## config.mk

```make
export PLATFORM = sky130hd
export DESIGN_NAME = serial_sub16_flat
export DESIGN_NICKNAME = d
export VERILOG_FILES = /design/src/rtl/serial_sub16_if.sv /design/src/rtl/serial_sub16.sv /design/src/flat_wrapper.sv
export SDC_FILE = /design/constraint.sdc
export NUM_CORES = 1
export LEC_CHECK = 0
export ABC_AREA = 1
export CAP_MARGIN = 20
export CORE_MARGIN = 4
export CORE_UTILIZATION = 40
export DETAILED_ROUTE_END_ITERATION = 16
export GPL_TIMING_DRIVEN = 0
export PLACE_DENSITY = 0.62
export REMOVE_ABC_BUFFERS = 1
export SYNTH_ARGS = -nofsm -noshare
export SYNTH_HDL_FRONTEND = slang
export SYNTH_SLANG_ARGS = --single-unit
export TNS_END_PERCENT = 10
```

## constraint.sdc

```tcl
create_clock -name clk -period 1.6 [get_ports clk]
set_clock_uncertainty 0.05 [all_clocks]
set_input_delay 0.32 -clock clk [delete_from_list [all_inputs] [get_ports clk]]
set_output_delay 0.32 -clock clk [all_outputs]
set_load 0.05 [all_outputs]
```

## src/rtl/serial_sub16_if.sv

```systemverilog
// Operand/result bundle for the bit-serial subtractor.
// Master drives the request, slave returns the result and status.
interface serial_sub16_if;
  logic        start;
  logic [15:0] A1;
  logic [15:0] A2;
  logic        bin;
  logic [15:0] D;
  logic        B;
  logic        V;
  logic        busy;
  logic        done;

  modport master (output start, A1, A2, bin, input D, B, V, busy, done);
  modport slave  (input start, A1, A2, bin, output D, B, V, busy, done);
endinterface

```

## src/rtl/serial_sub16.sv

```systemverilog
// Bit-serial 16-bit subtractor: D = A1 - A2 - bin, one full-subtractor
// step per clock, LSB first, result valid 16 cycles after start.
module serial_sub16 (
  input logic           clk,
  input logic           rst,
  serial_sub16_if.slave bus
);
  localparam logic [0:0] IDLE = 1'b0;
  localparam logic [0:0] RUN  = 1'b1;

  logic [0:0]  state;
  logic [15:0] sa, sb, res;
  logic [3:0]  cnt;
  logic        br, a_msb, b_msb;
  logic        a, b, d, br_nxt;

  assign a      = sa[0];
  assign b      = sb[0];
  assign d      = a ^ b ^ br;
  assign br_nxt = (~a & b) | (~(a ^ b) & br);

  assign bus.busy = (state == RUN);

  always_ff @(posedge clk) begin
    if (rst) begin
      state    <= IDLE;
      sa       <= '0;
      sb       <= '0;
      res      <= '0;
      cnt      <= '0;
      br       <= 1'b0;
      a_msb    <= 1'b0;
      b_msb    <= 1'b0;
      bus.D    <= '0;
      bus.B    <= 1'b0;
      bus.V    <= 1'b0;
      bus.done <= 1'b0;
    end else begin
      bus.done <= 1'b0;
      case (state)
        IDLE: begin
          if (bus.start) begin
            sa    <= bus.A1;
            sb    <= bus.A2;
            br    <= bus.bin;
            // operand MSBs are shifted out, keep them for the overflow test
            a_msb <= bus.A1[15];
            b_msb <= bus.A2[15];
            cnt   <= '0;
            res   <= '0;
            state <= RUN;
          end
        end
        RUN: begin
          sa  <= {1'b0, sa[15:1]};
          sb  <= {1'b0, sb[15:1]};
          br  <= br_nxt;
          res <= {d, res[15:1]};
          cnt <= cnt + 4'd1;
          if (cnt == 4'd15) begin
            bus.D    <= {d, res[15:1]};
            bus.B    <= br_nxt;
            bus.V    <= (a_msb != b_msb) && (d != a_msb);
            bus.done <= 1'b1;
            state    <= IDLE;
          end
        end
        default: state <= IDLE;
      endcase
    end
  end
endmodule
```

## src/flat_wrapper.sv

```systemverilog
// flat-port wrapper written by rule: the top's interface ports become plain ports
module serial_sub16_flat 
  (clk, rst, bus_start, bus_A1, bus_A2, bus_bin, bus_D, bus_B, bus_V, bus_busy, bus_done);
  serial_sub16_if bus_i ();
  input logic clk;
  input logic rst;
  input wire logic [$bits(bus_i.start)-1:0] bus_start;
  input wire logic [$bits(bus_i.A1)-1:0] bus_A1;
  input wire logic [$bits(bus_i.A2)-1:0] bus_A2;
  input wire logic [$bits(bus_i.bin)-1:0] bus_bin;
  output wire logic [$bits(bus_i.D)-1:0] bus_D;
  output wire logic [$bits(bus_i.B)-1:0] bus_B;
  output wire logic [$bits(bus_i.V)-1:0] bus_V;
  output wire logic [$bits(bus_i.busy)-1:0] bus_busy;
  output wire logic [$bits(bus_i.done)-1:0] bus_done;
  assign bus_i.start = bus_start;
  assign bus_i.A1 = bus_A1;
  assign bus_i.A2 = bus_A2;
  assign bus_i.bin = bus_bin;
  assign bus_D = bus_i.D;
  assign bus_B = bus_i.B;
  assign bus_V = bus_i.V;
  assign bus_busy = bus_i.busy;
  assign bus_done = bus_i.done;
  serial_sub16 u_core (.clk(clk), .rst(rst), .bus(bus_i));
endmodule
```

==> run_results.csv, run 1 <==
group,metric,value,unit
setup_path,critPathLaunchType,"flip-flop",
cells_and_area,fin_util,53.4,%
global_routing,grt.overflow.total,0,
cells_and_area,drive_gt1_share,8.61,%
timing,tns,-1790,ps
timing,clock.fmax,590,MHz
drt,drcViolationCount,0,
synthesis,ys_ff_latch,74,
clocking,cts_buffers,9,
pwr,p_leak,1.91,nW
timing,rsz0062_at_grt,"yes",
synthesis,syn-cell-area,3110,um2
status,violations,"setup timing",
clocking,h-tree-depth,3,
drt,viasPerCell,4.77,
status,outcome,"finished with violations",
clocking,clock_latency,340,ps
job,drv_cap,0,
cells_and_area,area_delta_synth_final,27.3,%
placement,port-buffer-count,55,
timing,setup_violations,36,
cells_and_area,fillCellCount,741,
global_routing,grt_pass1_vias,2485,
setup_path,cp_max_fo,33,
timing,fin_crit,1700,ps
drt,vias,2801,
clocking,cts.path.max_buffers,2,
floorplanning,die_h,96.1,um
worst_hold_path,min_delay_path_depth,2,
synthesis,synth_top_area_cell,"dfxtp_1",
setup_path,endpoint_kind,"output port",
setup_path,crit_required,1230,ps
setup_path,reg2reg_slack,70,ps
synthesis,avgSynthCellArea,7.11,um2
synthesis,yosysTopAreaCellShare,47.7,%
clocking,cts-root-buf,"clkbuf_8",
floorplanning,initial_utilization,42.0,%
global_routing,grt_max_degree,60,
floorplanning,num_rows,31,
clocking,clkSinkCount,74,
timing,slew_headroom,45.0,%
global_routing,grt_pass1_wl,11300,um
cells_and_area,diodes,0,
placement,gp_congestion,0.724,
timing,post-route-period-util,106,%
pwr,powerDensity,1060,nW/um2
clocking,clk_pin_slew,70,ps
drt,initialDrtViolationCount,133,
drt,wire_per_inst,11.8,um
floorplanning,die_w,96.1,um
pwr,vdd_drop_max,520,uV
clocking,hold_buffers,0,
setup_path,worstSetupPathType,"reg -> out",
global_routing,grt.total_usage,15.6,%
synthesis,netlist-cell-type-count,20,
timing,tightest_slew,825,ps
worst_hold_path,worstHoldPathType,"reg -> reg",
drt,dr.pass1.iters,6,
cells_and_area,layout.nets,522,
floorplanning,dieArea,9240,um2
drt,postRouteAntennaNets,0,
pwr,power,4.19,mW
synthesis,yosys-top-cells-area,"dfxtp_1 (48%), nand2_1 (21%), nand3_1 (14%)",
placement,hpwlAfterDp,4110,um
floorplanning,core,7410,um2
timing,final_hold_viol_count,0,
global_routing,antenna_found_initial,0,
synthesis,ys_seq_area_share,47.7,%
timing,setup_slack,-95.9,ps
timing,slew_violations,0,
synthesis,yosys_warnings,0,
setup_path,r2r_cells,6,
clocking,cts_tree,"built",
drt,wl,6930,um
floorplanning,ios,56,
synthesis,syn_inst,437,
setup_path,crit_arrival,1330,ps
## critical path: stages, from the launching register on
cell      delay (ps)
dfxtp_4          470
buf_12           230
clkbuf_4         270
## layout by cell type, fill, tap and decap left out
| cell type | count |
|---|---|
| nand2_1 | 175 |
| nand3_1 | 86 |
| dfxtp_1 | 73 |
| inv_1 | 38 |
| clkdlybuf4s50_1 | 33 |
| a21oi_1 | 18 |
| clkbuf_8 | 10 |
| clkbuf_2 | 9 |
| clkdlybuf4s15_1 | 9 |
| nor2_1 | 6 |
| bufinv_16 | 5 |
| buf_4 | 4 |
| dlygate4sd2_1 | 3 |
| nor2_4 | 2 |
| o21ai_0 | 2 |
| clkinv_2 | 2 |
| nand4_4 | 1 |
| nand2_2 | 1 |
| nand3_2 | 1 |
| nor2_8 | 1 |
| inv_4 | 1 |
| nor3b_1 | 1 |
| fa_1 | 1 |
| ha_1 | 1 |
| nor2_2 | 1 |
| buf_12 | 1 |
| buf_8 | 1 |
| clkbuf_4 | 1 |
| dfxtp_4 | 1 |
## per-stage QoR
step | area [um2] | cells | setup slack, ps | hold slack (ps)
2_1_floorplan | 2950 | 409 | -1110 | 339
3_3_place_gp | 3620 | 563 | -1740 | 391
3_5_place_dp | 3660 | 565 | -1270 | 389
4_1_cts | 3930 | 581 | -223 | 403
5_1_grt | 3960 | 587 | -209 | 429
6_report | 3960 | 587 | -95.9 | 402
## flip-flops by register name, indices dropped and copies added, names as in the netlist
| register | count |
|---|---|
| u_core.b_msb | 1 |
| u_core.bus.done | 1 |
| u_core.bus.V | 1 |
| u_core.bus.busy | 1 |
| u_core.a_msb | 1 |
| u_core.cnt | 4 |
| u_core.sb | 16 |
| u_core.sa | 16 |
| u_core.bus.B | 1 |
| u_core.res | 15 |
| u_core.br | 1 |
| u_core.bus.D | 16 |
## metal layers
layer	part of all wire (%)	track usage [%]	wire, um	up-vias
li1	-	-	-	1464
met1	46	18.8	3180	1250
met2	46	26.2	3160	77
met3	6.9	5.32	477	10
met4	1.6	4.27	112	0
met5	0	0	0	-
## cell type report
cell class / instances / area, um2 / area share [%]
flip-flops and latches: 74 / 1490 / 37.5
multi-input cells: 297 / 1340 / 33.8
repair buffers: 62 / 578 / 14.6
inverters: 40 / 179 / 4.52
clock inverters: 6 / 130 / 3.29
clock buffers: 9 / 124 / 3.13
well taps: 99 / 124 / 3.13
## cell usage after synthesis
master and number:
fa_1 1, nor2_1 6, buf_8 1, ha_1 1, inv_1 38, nand4_4 1
inv_2 2, nand2_2 1, nand3_2 1, dfxtp_1 74, nor2_8 1, nand3_1 86
o21ai_0 2, buf_2 21, nor3b_1 1, nor2_4 1, nand2_1 175, a21oi_1 18
buf_4 4, clkbuf_1 2
## power by group
group	switching, mW	internal, mW	total (mW)
combinational	0.222	0.184	0.406
clock	0.661	1.18	1.84
sequential	0.0396	1.90	1.94
## path summary, 6_finish.rpt
kind	end	startpoint
setup reg to reg	u_core.sa[4]$_SDFFE_PP0P_	u_core.bus.busy$_SDFF_PP0_
setup / recovery	bus_busy	u_core.bus.busy$_SDFF_PP0_
hold / removal	u_core.bus.D[0]$_SDFFE_PP0P_	u_core.res[1]$_SDFFE_PP0P_
hold reg to reg	u_core.bus.D[0]$_SDFFE_PP0P_	u_core.res[1]$_SDFFE_PP0P_
## logic make-up after synthesis
family / synth area share (%)
adders and majority gates: 1.05
and+or+nand+nor: 38.2
AOI/OAI and AO/OA: 3.22
buffers and inverters: 9.90
DFF: 47.7
## repair_timing
action / in CTS / in global routing
setup buffers: 0 / 5
cloned: 1 / 1
endpoints found under the hold margin: 0 / 0
resized for setup: 36 / 27
pin swaps: 2 / 2
endpoints found under the setup margin: 94 / 92
Power figures use the tool's default switching activity.
==> run 2, diff against run 1 <==
--- a/config.mk
+++ b/config.mk
@@ -9,6 +9,7 @@
 export CAP_MARGIN = 20
 export CORE_MARGIN = 4
 export CORE_UTILIZATION = 40
+export CTS_CLUSTER_SIZE = 14
 export DETAILED_ROUTE_END_ITERATION = 16
 export GPL_TIMING_DRIVEN = 0
 export PLACE_DENSITY = 0.62
==> results of run 2 <==
No change in the layout: final DEF, timing and power equal those of run 1.
==> run 3, diff against run 2 <==
--- a/config.mk
+++ b/config.mk
@@ -14,6 +14,7 @@
 export GPL_TIMING_DRIVEN = 0
 export PLACE_DENSITY = 0.62
 export REMOVE_ABC_BUFFERS = 1
+export SLEW_MARGIN = 0
 export SYNTH_ARGS = -nofsm -noshare
 export SYNTH_HDL_FRONTEND = slang
 export SYNTH_SLANG_ARGS = --single-unit
==> results of run 3 <==
No change in the layout: final DEF, timing and power equal those of run 1.
